===== src/rtl/qpsk_hard_rx_pkg.sv =====
// qpsk_pkg: shared QPSK receiver constants, FSM states and bit/symbol mapping helpers.
package qpsk_pkg;
   localparam int BI      = 12;
   localparam int NUM_SYM = 320000;
   // Bit value that the transmitter sends as -A; the other value goes out as +A.
   localparam logic NEG_BIT = 1'b1;
   typedef enum logic [1:0] {IDLE, RUN, DONE} state_t;
   function automatic logic decide(logic neg);
      return neg ? NEG_BIT : ~NEG_BIT;
   endfunction
   function automatic logic [1:0] popcount2(logic [1:0] v);
      return {1'b0, v[1]} + {1'b0, v[0]};
   endfunction
endpackage


===== src/rtl/qpsk_hard_rx_if.sv =====
// qpsk_hard_rx_if: control, reference, sample and result signals of the hard-decision receiver.
interface qpsk_hard_rx_if #(
   parameter int BI    = 12,
   parameter int SYM_W = 19,
   parameter int ERR_W = 20
);
   logic                    start;
   logic                    tx_valid;
   logic [1:0]              tx_bits;
   logic                    rx_valid;
   logic signed [BI-1:0]    y_real;
   logic signed [BI-1:0]    y_imag;
   logic                    hard_valid;
   logic [1:0]              hard_bits;
   logic [SYM_W-1:0]        sym_count;
   logic [ERR_W-1:0]        bit_errors;
   logic                    busy;
   logic                    done;
   logic                    overflow;
   logic                    underflow;
   modport master (
      output start, tx_valid, tx_bits, rx_valid, y_real, y_imag,
      input  hard_valid, hard_bits, sym_count, bit_errors, busy, done, overflow, underflow
   );
   modport slave (
      input  start, tx_valid, tx_bits, rx_valid, y_real, y_imag,
      output hard_valid, hard_bits, sym_count, bit_errors, busy, done, overflow, underflow
   );
endinterface


===== src/rtl/qpsk_hard_rx_ref_fifo.sv =====
// ref_fifo: 2-bit synchronous FIFO holding transmitted reference bits; a push on a full FIFO
// is accepted only when a pop frees a slot on the same edge.
module ref_fifo #(
   parameter int DEPTH = 16
)(
   input  logic       clk,
   input  logic       reset,
   input  logic       flush,
   input  logic       push,
   input  logic       pop,
   input  logic [1:0] din,
   output logic [1:0] dout,
   output logic       full,
   output logic       empty
);
   localparam int AW = $clog2(DEPTH);
   logic [1:0]  mem [DEPTH];
   logic [AW:0] wp, rp;
   logic        wr, rd;
   assign empty = wp == rp;
   assign full  = wp[AW] != rp[AW] && wp[AW-1:0] == rp[AW-1:0];
   assign rd    = pop && !empty;
   assign wr    = push && (!full || rd);
   assign dout  = mem[rp[AW-1:0]];
   always_ff @(posedge clk or posedge reset)
      if (reset) begin
         wp <= '0;
         rp <= '0;
      end else if (flush) begin
         wp <= '0;
         rp <= '0;
      end else begin
         wp <= wr ? wp + 1'b1 : wp;
         rp <= rd ? rp + 1'b1 : rp;
      end
   always_ff @(posedge clk)
      if (wr && !flush) mem[wp[AW-1:0]] <= din;
endmodule


===== src/rtl/qpsk_hard_rx.sv =====
// qpsk_hard_rx: hard-decision QPSK receiver; compares decisions with buffered reference bits
// and accumulates symbol and bit-error counts for one BER run.
module qpsk_hard_rx #(
   parameter int BI         = qpsk_pkg::BI,
   parameter int NUM_SYM    = qpsk_pkg::NUM_SYM,
   parameter int FIFO_DEPTH = 16,
   parameter int SYM_W      = 19,
   parameter int ERR_W      = 20
)(
   input logic           clk,
   input logic           reset,
   qpsk_hard_rx_if.slave bus
);
   import qpsk_pkg::*;
   state_t               state_q, state_d;
   logic signed [BI-1:0] yr, yi;
   logic [1:0]           dec, ref_bits, errs, hard_bits_q;
   logic                 run, push, rx, pop, empty, full, last;
   logic                 hard_valid_q, overflow_q, underflow_q;
   logic [SYM_W-1:0]     sym_q;
   logic [ERR_W-1:0]     err_q;
   logic [ERR_W:0]       err_sum;
   assign yr      = bus.y_real;
   assign yi      = bus.y_imag;
   assign dec     = {decide(yr < 0), decide(yi < 0)};
   // A start cycle ignores data inputs; the run begins on the following cycle.
   assign run     = state_q == RUN && !bus.start;
   assign push    = run && bus.tx_valid;
   assign rx      = run && bus.rx_valid;
   assign pop     = rx && !empty;
   assign errs    = popcount2(ref_bits ^ dec);
   assign err_sum = {1'b0, err_q} + (ERR_W+1)'(errs);
   assign last    = sym_q == SYM_W'(NUM_SYM - 1);
   ref_fifo #(.DEPTH(FIFO_DEPTH)) u_fifo (
      .clk   (clk),
      .reset (reset),
      .flush (bus.start),
      .push  (push),
      .pop   (pop),
      .din   (bus.tx_bits),
      .dout  (ref_bits),
      .full  (full),
      .empty (empty)
   );
   always_comb begin
      state_d = state_q;
      if (bus.start) state_d = RUN;
      else if (run && pop && last) state_d = DONE;
   end
   always_ff @(posedge clk or posedge reset)
      if (reset) state_q <= IDLE;
      else state_q <= state_d;
   always_ff @(posedge clk or posedge reset)
      if (reset) begin
         hard_valid_q <= 1'b0;
         hard_bits_q  <= 2'b00;
         sym_q        <= '0;
         err_q        <= '0;
         overflow_q   <= 1'b0;
         underflow_q  <= 1'b0;
      end else if (bus.start) begin
         hard_valid_q <= 1'b0;
         sym_q        <= '0;
         err_q        <= '0;
         overflow_q   <= 1'b0;
         underflow_q  <= 1'b0;
      end else begin
         hard_valid_q <= rx;
         hard_bits_q  <= rx ? dec : hard_bits_q;
         sym_q        <= pop ? sym_q + 1'b1 : sym_q;
         err_q        <= !pop ? err_q : err_sum[ERR_W] ? '1 : err_sum[ERR_W-1:0];
         overflow_q   <= overflow_q | (push & full & !pop);
         underflow_q  <= underflow_q | (rx & empty);
      end
   assign bus.hard_valid = hard_valid_q;
   assign bus.hard_bits  = hard_bits_q;
   assign bus.sym_count  = sym_q;
   assign bus.bit_errors = err_q;
   assign bus.busy       = state_q == RUN;
   assign bus.done       = state_q == DONE;
   assign bus.overflow   = overflow_q;
   assign bus.underflow  = underflow_q;
endmodule


===== src/flat_wrapper.sv =====
// flat-port wrapper written by rule: the top's interface ports become plain ports
module qpsk_hard_rx_flat import qpsk_pkg::*;
#(
   parameter int BI         = qpsk_pkg::BI,
   parameter int NUM_SYM    = qpsk_pkg::NUM_SYM,
   parameter int FIFO_DEPTH = 16,
   parameter int SYM_W      = 19,
   parameter int ERR_W      = 20
)
  (clk, reset, bus_start, bus_tx_valid, bus_tx_bits, bus_rx_valid, bus_y_real, bus_y_imag, bus_hard_valid, bus_hard_bits, bus_sym_count, bus_bit_errors, bus_busy, bus_done, bus_overflow, bus_underflow);
  qpsk_hard_rx_if #(.BI(BI), .SYM_W(SYM_W), .ERR_W(ERR_W)) bus_i ();
  input logic clk;
  input logic reset;
  input wire logic [$bits(bus_i.start)-1:0] bus_start;
  input wire logic [$bits(bus_i.tx_valid)-1:0] bus_tx_valid;
  input wire logic [$bits(bus_i.tx_bits)-1:0] bus_tx_bits;
  input wire logic [$bits(bus_i.rx_valid)-1:0] bus_rx_valid;
  input wire logic [$bits(bus_i.y_real)-1:0] bus_y_real;
  input wire logic [$bits(bus_i.y_imag)-1:0] bus_y_imag;
  output wire logic [$bits(bus_i.hard_valid)-1:0] bus_hard_valid;
  output wire logic [$bits(bus_i.hard_bits)-1:0] bus_hard_bits;
  output wire logic [$bits(bus_i.sym_count)-1:0] bus_sym_count;
  output wire logic [$bits(bus_i.bit_errors)-1:0] bus_bit_errors;
  output wire logic [$bits(bus_i.busy)-1:0] bus_busy;
  output wire logic [$bits(bus_i.done)-1:0] bus_done;
  output wire logic [$bits(bus_i.overflow)-1:0] bus_overflow;
  output wire logic [$bits(bus_i.underflow)-1:0] bus_underflow;
  assign bus_i.start = bus_start;
  assign bus_i.tx_valid = bus_tx_valid;
  assign bus_i.tx_bits = bus_tx_bits;
  assign bus_i.rx_valid = bus_rx_valid;
  assign bus_i.y_real = bus_y_real;
  assign bus_i.y_imag = bus_y_imag;
  assign bus_hard_valid = bus_i.hard_valid;
  assign bus_hard_bits = bus_i.hard_bits;
  assign bus_sym_count = bus_i.sym_count;
  assign bus_bit_errors = bus_i.bit_errors;
  assign bus_busy = bus_i.busy;
  assign bus_done = bus_i.done;
  assign bus_overflow = bus_i.overflow;
  assign bus_underflow = bus_i.underflow;
  qpsk_hard_rx #(.BI(BI), .NUM_SYM(NUM_SYM), .FIFO_DEPTH(FIFO_DEPTH), .SYM_W(SYM_W), .ERR_W(ERR_W)) u_core (.clk(clk), .reset(reset), .bus(bus_i));
endmodule

===== config.mk =====
export PLATFORM = sky130hd
export DESIGN_NAME = qpsk_hard_rx_flat
export DESIGN_NICKNAME = d
export VERILOG_FILES = /design/src/rtl/qpsk_hard_rx_pkg.sv /design/src/rtl/qpsk_hard_rx_if.sv /design/src/rtl/qpsk_hard_rx_ref_fifo.sv /design/src/rtl/qpsk_hard_rx.sv /design/src/flat_wrapper.sv
export SDC_FILE = /design/constraint.sdc
export NUM_CORES = 1
export LEC_CHECK = 0
export BUFFER_PORTS_ARGS = -buffer_cell sky130_fd_sc_hd__buf_2
export CAP_MARGIN = 20
export CORE_MARGIN = 2
export CORE_UTILIZATION = 40
export DETAILED_ROUTE_END_ITERATION = 10
export GPL_ROUTABILITY_DRIVEN = 0
export SLEW_MARGIN = 20
export SYNTH_ARGS = -nofsm -noshare
export SYNTH_HDL_FRONTEND = slang
export SYNTH_SLANG_ARGS = --single-unit

===== constraint.sdc =====
create_clock -name clk -period 4.9 [get_ports clk]
set_clock_uncertainty 0.2 [all_clocks]
set_input_delay 0.735 -clock clk [delete_from_list [all_inputs] [get_ports clk]]
set_output_delay 0.735 -clock clk [all_outputs]
set_load 0.05 [all_outputs]

==> impl_metrics.py, run 1 <==
metrics = {
    "outcome": {
        "status": "completed",
    },
    "pwr": {
        "clkPwrFrac_pct": 35.5,
        "power_frac_comb_pct": 14.2,
        "p_sw_uw": 462.7,
        "p_leak_nw": 2.166,
        "p_per_area_nw_per_um2": 315.8,
        "switching_share_pct": 28.76,
        "seq_power_share_pct": 50.3,
        "intPower_mw": 1.146,
        "peakVddDrop_v": 0.0001706,
    },
    "timing": {
        "max_freq_mhz": 230.3,
        "setup_violations": 0,
        "slew_viol_final": 0,
        "tightest_slew_ps": 943.5,
        "hold_violations": 0,
        "min_period_over_period_pct": 88.63,
        "rsz0062_at_grt": "false",
        "timing.final.ws_setup_ps": 557.0,
        "period_minus_slack_ps": 4343,
        "fin_setup_tns_ps": 0,
        "slew-limit-headroom_pct": 37.09,
    },
    "clocking": {
        "cts-resized-gates": 0,
        "cts_hold_buf": 0,
        "cts.sinks": 88,
        "clk_pin_slew_ps": 90,
        "post_cts_buffers": 0,
        "cts_buffers": 9,
        "cts.path.max_buffers": 2,
        "cts_root_buf": "clkbuf_8",
        "cts_tree": "yes",
        "clock_latency_ps": 360,
        "htreeDepth": 3,
    },
    "yosys": {
        "yosys_warnings": 0,
        "synth_edf_count": 32,
        "synthDistinctLibCells": 63,
        "avgSynthCellArea_um2": 11.66,
        "async_flop_share_pct": 63.64,
        "synth_seq_area_share_pct": 52.49,
        "netlist_instances": 386,
        "ys_ff_latch": 88,
        "syn_nets": 425,
        "synth-main-ff-cell": "dfrtp_1",
        "synthesis.area_um2": 4501,
    },
    "drt": {
        "wl_per_cell_um": 17.29,
        "wl_um": 10030,
        "drc": 0,
        "vias": 3239,
        "final_antenna_net_count": 0,
        "routed_via_density": 5.584,
        "drt-initial-drc-count": 204,
        "firstDrtPassIters": 4,
    },
    "place": {
        "port_buffers": 54,
        "hpwl_um": 6905,
        "post_dp_cell_area_um2": 4868,
        "place_ws_ps": 608.7,
    },
    "worst_hold_path": {
        "min_path_type": "reg -> reg",
    },
    "global_routing": {
        "grt_overflow": 0,
        "grt_pass1_wl_um": 16210,
        "grt_pass1_vias": 3133,
        "grt_usage_pct": 17.58,
        "antenna_found_initial": 0,
        "grt_max_degree": 57,
    },
    "finish": {
        "finalInstanceArea_um2": 5095,
        "drive_gt1_share_pct": 24.77,
        "multiInputGateArea_um2": 1988,
        "nets": 474,
        "regArea_um2": 2362,
        "fillers": 1024,
        "antenna_cells": 0,
        "syn_to_final_growth_pct": 13.21,
    },
    "worst_setup_path": {
        "cp_max_fo": 10,
        "critical_path_class": "reg -> reg",
        "rrSetupSlack_ps": 560,
        "critPathRequiredTime_ps": 4960,
        "critPathArrivalTime_ps": 4400,
        "cp-end-kind": "flip-flop",
        "worstSetupStartpointType": "flip-flop",
    },
    "floorplan": {
        "die_h_um": 110.1,
        "num_rows": 38,
        "initial_utilization_pct": 41.34,
        "coreArea_um2": 10890,
        "io_pins": 77,
        "die-area_um2": 12120,
        "die_w_um": 110.1,
    },
    "run": {
        "maxCapViolations": 0,
    },
}
-- registers in the layout, indices dropped and copies added, names as in the netlist, 2 cells and up --
register / cells
u_core.u_fifo.mem: 32
u_core.bus.bit_errors: 20
u_core.bus.sym_count: 19
u_core.u_fifo.rp: 5
u_core.u_fifo.wp: 5
u_core.bus.hard_bits: 2
u_core.state_q: 2
-- cell families after synthesis --
logic type / synth area share [%]
simple gates: 19.10
flops: 52.49
compound gates: 12.68
buf+inv: 3.336
mux: 6.950
xor+xnor: 3.059
fa+ha+maj: 2.391
-- per-layer routing --
layer	routed length, um	track usage [%]	part of all wire, %
met1	4661	24.01	46
met2	4864	28.53	49
met3	412	3.939	4.1
met4	88	4.340	0.88
met5	0	0	0
-- area by class of cell --
type / instances / area share, %
clock inverter: 7 / 2.014
inverter: 13 / 0.9823
timing repair buffer: 57 / 5.747
multi-input combinational: 266 / 39.02
clock buffer: 9 / 2.431
tap: 140 / 3.438
sequential: 88 / 46.37
-- critical path, stage by stage, from the launching register on --
cell and delay [ps]:
dfrtp_1 730, mux4_2 610, mux4_2 480, xnor2_1 180, fa_1 420, inv_1 70
ha_1 260, nand2_1 190, nor4_4 510, nor2_1 220, a221oi_1 350
-- cell usage in the layout, fill, tap and decap left out, types with 9 or more instances in the layout --
cell,synthesis,routed
buf_2,5,54
mux4_2,10,10
dfrtp_1,56,56
nor2_1,24,24
inv_1,11,10
nand3_1,15,15
clkbuf_8,0,9
nand2_1,27,27
and3_1,22,22
xnor2_1,9,9
edfxtp_1,32,32
o21ai_0,11,11
a21oi_1,21,21
-- metrics by stage --
stage	cells	utilization [%]	power, mW	hold slack (ps)
2_1_floorplan	386	-	0.9909	282.6
3_3_place_gp	564	44.71	1.050	268.5
3_5_place_dp	564	44.71	1.055	270.0
4_1_cts	580	46.79	1.631	293.3
5_1_grt	580	46.79	1.682	316.0
6_report	580	46.79	1.609	292.6
-- cell usage after synthesis (2+ instances only) --
library cell	count	area [um2]
inv_1	11	41.29
and2_1	8	50.05
ha_1	7	87.58
nor4b_1	2	17.52
buf_6	3	33.78
o21ai_1	2	10.01
buf_2	5	25.02
a21o_1	4	30.03
clkbuf_1	11	41.29
mux2i_1	5	50.05
nand2_1	27	101.4
a41oi_1	5	43.79
nor3_1	8	40.04
a21bo_2	3	30.03
o21ai_0	11	55.05
a221oi_1	4	35.03
a311oi_1	3	26.28
a21oi_2	3	26.28
xnor2_1	9	78.83
nand4_1	7	43.79
xor2_1	3	26.28
or4_1	2	15.01
nor4_1	2	12.51
o31ai_1	2	15.01
a211oi_1	4	30.03
a21oi_1	21	105.1
edfxtp_1	32	960.9
nand3_1	15	75.07
a31oi_1	4	25.02
or3_1	7	43.79
or4_4	2	22.52
and3_1	22	137.6
nor2b_1	5	31.28
and4_1	6	52.55
dfrtp_1	56	1401
o2111ai_1	4	35.03
nor2_1	24	90.09
nand3b_1	3	22.52
mux4_2	10	225.2
-- power by group through the flow --
stage	sequential (mW)	combinational [mW]	clock (mW)
finish	0.809	0.228	0.572
global route	0.814	0.252	0.616
CTS	0.810	0.230	0.591
detailed placement	0.826	0.229	0
global placement	0.825	0.225	0
floorplan	0.848	0.143	0
-- final timing paths --
| path | start | end | cells after the start |
|---|---|---|---|
| hold reg to reg | u_core.bus.hard_bits[1] | u_core.bus.hard_bits[1] | 2 |
| hold / removal | u_core.bus.hard_bits[1] | u_core.bus.hard_bits[1] | 2 |
| setup / recovery | u_core.u_fifo.rp[0] | u_core.bus.bit_errors[13] | 10 |
| min in group asynchronous | reset | u_core.bus.bit_errors[17] | 3 |
| max in group asynchronous | reset | u_core.bus.bit_errors[12] | 3 |
| setup reg to reg | u_core.u_fifo.rp[0] | u_core.bus.bit_errors[13] | 10 |
Power figures use the tool's default switching activity.
==> inputs of run 2 (changes only) <==
--- a/config.mk
+++ b/config.mk
@@ -5,11 +5,11 @@
 export SDC_FILE = /design/constraint.sdc
 export NUM_CORES = 1
 export LEC_CHECK = 0
-export BUFFER_PORTS_ARGS = -buffer_cell sky130_fd_sc_hd__buf_2
 export CAP_MARGIN = 20
 export CORE_MARGIN = 2
 export CORE_UTILIZATION = 40
 export DETAILED_ROUTE_END_ITERATION = 10
+export DONT_BUFFER_PORTS = 1
 export GPL_ROUTABILITY_DRIVEN = 0
 export SLEW_MARGIN = 20
 export SYNTH_ARGS = -nofsm -noshare
==> constraint.sdc (replaced) <==
create_clock -name clk -period 4.9 [get_ports clk]
set_clock_uncertainty 0.2 [all_clocks]
set_input_delay 0.245 -clock clk [delete_from_list [all_inputs] [get_ports clk]]
set_output_delay 0.245 -clock clk [all_outputs]
set_load 0.05 [all_outputs]
==> impl_metrics.py, run 2 (synthesis results as in run 1) <==
metrics = {
    "timing": {
        "period_minus_slack_ps": 4506,
        "finalHoldWorstSlack_ps": 85.94,
        "slew-limit-headroom_pct": 34.53,
        "rsz0062_at_grt": "false",
        "max_freq_mhz": 221.9,
        "setup_violations": 0,
        "min_period_over_period_pct": 91.96,
        "timing.final.ws_setup_ps": 393.9,
        "fin_setup_tns_ps": 0,
        "slew_viol_final": 0,
        "tightest_slew_ps": 981.8,
        "hold_violations": 0,
    },
    "drt": {
        "firstDrtPassIters": 4,
        "wl_per_cell_um": 18.87,
        "routed_via_density": 5.888,
        "wl_um": 10120,
        "drt-initial-drc-count": 255,
        "drc": 0,
        "final_antenna_net_count": 0,
        "vias": 3156,
    },
    "place": {
        "port_buffers": 0,
        "hpwl_um": 6722,
        "place_ws_ps": 598.2,
    },
    "floorplan": {
        "io_pins": 77,
        "die_h_um": 110.1,
        "initial_utilization_pct": 41.34,
        "num_rows": 38,
        "coreArea_um2": 10890,
        "die-area_um2": 12120,
        "die_w_um": 110.1,
    },
    "global_routing": {
        "grt_overflow": 0,
        "grt_pass1_vias": 3097,
        "grt_pass1_wl_um": 16240,
        "grt_usage_pct": 17.64,
        "antenna_found_initial": 0,
        "grt_max_degree": 57,
    },
    "finish": {
        "antenna_cells": 0,
        "multiInputGateArea_um2": 1988,
        "drive_gt1_share_pct": 13.64,
        "layout_common_cells": "55 x dfrtp_1, 32 x edfxtp_1, 27 x nand2_1",
        "final_common_cell": "dfrtp_1",
        "fillers": 1013,
        "regArea_um2": 2364,
        "largest_reg_flops": 32,
        "syn_to_final_growth_pct": 8.896,
        "nets": 430,
        "utilization_pct": 45.01,
    },
    "clocking": {
        "clk_pin_slew_ps": 90,
        "cts_root_buf": "clkbuf_8",
        "post_cts_buffers": 0,
        "htreeDepth": 3,
        "cts_buffers": 9,
        "cts.sinks": 88,
        "clock_latency_ps": 360,
        "cts_tree": "yes",
        "cts.path.max_buffers": 2,
    },
    "worst_setup_path": {
        "worstSetupStartpointType": "flip-flop",
        "cp_slowest_cell": "or4_4",
        "critical_path_class": "reg -> reg",
        "cp_max_fo": 12,
        "critPathTopFamily": "multiplexers",
        "critPathRequiredTime_ps": 5010,
        "path_cells": "mux4_2 -> mux4_2 -> xnor2_1 -> fa_1 -> inv_1 -> ha_1 -> nand2_1 -> or4_4 -> a311oi_2 -> dlygate4sd3_1",
        "cp-end-kind": "flip-flop",
        "path_buf_inv": 2,
        "critical_path.max_stage_delay_ps": 640,
        "critPathArrivalTime_ps": 4610,
        "cpMostUsedCell": "mux4_2",
    },
    "pwr": {
        "p_leak_nw": 1.923,
        "peakVddDrop_v": 0.0001595,
        "p_per_area_nw_per_um2": 311.6,
    },
    "run": {
        "maxCapViolations": 0,
    },
    "worst_hold_path": {
        "min_path_type": "in -> reg",
    },
    "outcome": {
        "status": "completed",
    },
}
==> run 2: final timing paths <==
| check | from | to | slack (ps) | cells past startpoint |
|---|---|---|---|---|
| max in group asynchronous | reset | u_core.u_fifo.rp[0] | 3630 | 3 |
| max reg2reg | u_core.u_fifo.rp[0] | u_core.bus.bit_errors[11] | 390 | 10 |
| min | bus_tx_valid | u_core.u_fifo.wp[3] | 90 | 4 |
| min in group asynchronous | reset | u_core.bus.bit_errors[18] | 340 | 3 |
| min reg2reg | u_core.state_q[0] | u_core.state_q[0] | 350 | 2 |
| max | u_core.u_fifo.rp[0] | u_core.bus.bit_errors[11] | 390 | 10 |
==> run 2: repair_timing <==
| item | in CTS | in global routing |
|---|---|---|
| endpoints found under the setup margin | 0 | 1 |
| gates resized for setup | 0 | 1 |
| hold endpoints to repair | 134 | 0 |
| hold buffers | 11 | 0 |
==> run 2: report_power, final <==
part / leakage, nW / switching (mW) / internal (mW)
Sequential: 1.06 / 0.0718 / 0.779
Clock: 0.0976 / 0.262 / 0.234
Combinational: 0.770 / 0.109 / 0.0708
==> run 2: cell type report <==
type	count	area share, %
clock buffers	10	2.604
multi-input cells	266	40.57
flip-flops and latches	88	48.23
clock inverters	6	1.251
inverters	13	1.021
repair buffers	13	2.757
well taps	140	3.574
==> run 2: stage by stage <==
step / cells / cell area (um2) / power, mW
global route: 536 / 4901 / 1.598
detailed placement: 509 / 4591 / 1.031
CTS: 536 / 4900 / 1.541
finish: 536 / 4901 / 1.527
global placement: 509 / 4591 / 1.026
floorplan: 386 / 4501 / 0.9909
==> run 2: worst register-to-register path, delay by kind of cell (launching register included) <==
family	cells	cell delay, ps
multiplexers	2	1050
AND/OR/NAND/NOR	2	840
adder cells (fa/ha/maj)	2	690
XOR/XNOR	1	180
buffers and inverters	2	650
flip-flops	1	580
AO/OA/AOI/OAI	1	270
==> run 2: metal layers <==
metal	track usage, %	vias up	wire length (um)
li1	-	1473	-
met1	23.43	1603	4536
met2	28.57	72	4878
met3	4.762	8	594
met4	4.702	0	105
met5	0	-	0
==> inputs of run 3 (changes only) <==
--- a/config.mk
+++ b/config.mk
@@ -6,7 +6,7 @@
 export NUM_CORES = 1
 export LEC_CHECK = 0
 export CAP_MARGIN = 20
-export CORE_MARGIN = 2
+export CORE_MARGIN = 3
 export CORE_UTILIZATION = 40
 export DETAILED_ROUTE_END_ITERATION = 10
 export DONT_BUFFER_PORTS = 1
==> impl_metrics.py, run 3 (synthesis results as in run 1) <==
metrics = {
    "drt": {
        "wl_um": 10160,
        "wl_per_cell_um": 19.06,
        "routed_via_density": 5.809,
        "drt-initial-drc-count": 280,
        "vias": 3096,
        "drc": 0,
        "final_antenna_net_count": 0,
        "firstDrtPassIters": 4,
    },
    "run": {
        "maxCapViolations": 0,
    },
    "floorplan": {
        "die_w_um": 112.1,
        "coreArea_um2": 10940,
        "initial_utilization_pct": 41.16,
        "io_pins": 77,
        "num_rows": 38,
        "die-area_um2": 12560,
        "die_h_um": 112.1,
    },
    "place": {
        "placed_cells": 509,
        "hpwl_um": 6623,
        "post_dp_cell_area_um2": 4591,
        "place_ws_ps": 701.1,
        "port_buffers": 0,
    },
    "finish": {
        "fillers": 1021,
        "multiInputGateArea_um2": 1988,
        "fin_cells": 533,
        "syn_to_final_growth_pct": 10.59,
        "layout_common_cells": "56 x dfrtp_1, 32 x edfxtp_1, 27 x nand2_1",
        "finalInstanceArea_um2": 4977,
        "antenna_cells": 0,
        "final_common_cell": "dfrtp_1",
        "drive_gt1_share_pct": 13.74,
        "utilization_pct": 45.51,
        "largest_reg_flops": 32,
        "regArea_um2": 2362,
        "nets": 427,
    },
    "global_routing": {
        "grt_pass1_wl_um": 16700,
        "antenna_found_initial": 0,
        "grt_max_degree": 57,
        "grt_pass1_vias": 3126,
        "grt_overflow": 0,
        "grt_usage_pct": 16.58,
    },
    "pwr": {
        "intPower_mw": 1.245,
        "clkPwrFrac_pct": 40.1,
        "power_frac_comb_pct": 10.2,
        "power.total_mw": 1.712,
        "p_sw_uw": 467.2,
        "switching_share_pct": 27.29,
        "p_leak_nw": 1.945,
        "peakVddDrop_v": 0.0001654,
        "seq_power_share_pct": 49.6,
        "p_per_area_nw_per_um2": 344.0,
    },
    "worst_hold_path": {
        "hp-start": "bus_rx_valid",
        "whs_path_depth": 3,
        "min_path_type": "in -> reg",
    },
    "timing": {
        "tightest_slew_ps": 991.7,
        "hold_violations": 0,
        "timing.final.ws_setup_ps": 668.8,
        "rsz0062_at_grt": "false",
        "period_minus_slack_ps": 4231,
        "max_freq_mhz": 236.3,
        "min_period_over_period_pct": 86.35,
        "fin_setup_tns_ps": 0,
        "setup_violations": 0,
        "slew_viol_final": 0,
        "slew-limit-headroom_pct": 33.88,
        "finalHoldWorstSlack_ps": 3.879,
    },
    "clocking": {
        "htreeDepth": 3,
        "cts_tree": "yes",
        "cts.path.max_buffers": 2,
        "clock_latency_ps": 340,
        "cts.sinks": 88,
        "clk_pin_slew_ps": 70,
        "cts_root_buf": "clkbuf_16",
        "post_cts_buffers": 0,
        "cts_buffers": 9,
    },
    "outcome": {
        "status": "completed",
    },
    "worst_setup_path": {
        "critPathRequiredTime_ps": 4940,
        "cp-end-kind": "flip-flop",
        "cp_slowest_cell": "dfrtp_1",
        "critical_path_class": "reg -> reg",
        "cpMostUsedCell": "mux4_2",
        "path_cells": "mux4_2 -> mux4_2 -> xnor2_1 -> fa_1 -> inv_1 -> ha_1 -> nand2_1 -> nor4_4 -> nor2_1 -> a221oi_1",
        "critPathArrivalTime_ps": 4270,
        "startpoint": "u_core.u_fifo.rp[0]",
        "cp_max_fo": 9,
        "path_buf_inv": 1,
        "worstSetupStartpointType": "flip-flop",
        "r2r_cells": 10,
        "reg2reg_from": "u_core.u_fifo.rp[0]",
        "critPathTopFamily": "multiplexers",
        "worst-path-stages": 10,
        "critical_path.max_stage_delay_ps": 690,
    },
}
run 3: path summary, 6_finish.rpt:
path,slack [ps],to
setup / recovery,670,u_core.bus.bit_errors[13]
hold / removal,4,u_core.bus.hard_bits[0]
setup reg to reg,670,u_core.bus.bit_errors[13]
hold reg to reg,340,u_core.state_q[0]
max in group asynchronous,3640,u_core.bus.sym_count[9]
min in group asynchronous,360,u_core.bus.bit_errors[19]
run 3: worst register-to-register path: stages (launching register included):
cell and delay, ps:
dfrtp_1 690, mux4_2 600, mux4_2 490, xnor2_1 160, fa_1 420, inv_1 70, ha_1 240, nand2_1 180
nor4_4 520, nor2_1 220, a221oi_1 340
run 3: layout make-up:
type                            count  share of cell area [%]
Tap cell                          140                   3.519
Inverter                           13                   1.006
Sequential cell                    88                   47.46
Multi-Input combinational cell    266                   39.94
Clock inverter                      7                   1.433
Timing Repair Buffer               10                   2.112
Clock buffer                        9                   4.525
run 3: repair_timing:
item,4_1_cts,5_1_grt
gates resized for setup,0,0
hold buffers,8,0
endpoints found under the hold margin,132,0
setup endpoints to repair,0,0
run 3: per-layer routing:
layer | GRT usage (%) | part of all wire (%)
met3 | 5.121 | 5.0
met4 | 4.968 | 1.7
met2 | 25.90 | 48
met1 | 22.44 | 46
met5 | 0 | 0
run 3: power groups by stage:
stage / combinational, mW / sequential, mW / clock (mW)
after detailed placement: 0.160 / 0.866 / 0
after CTS: 0.178 / 0.851 / 0.702
after global routing: 0.195 / 0.854 / 0.728
final: 0.175 / 0.850 / 0.687
after global placement: 0.158 / 0.865 / 0
after floorplan: 0.143 / 0.848 / 0
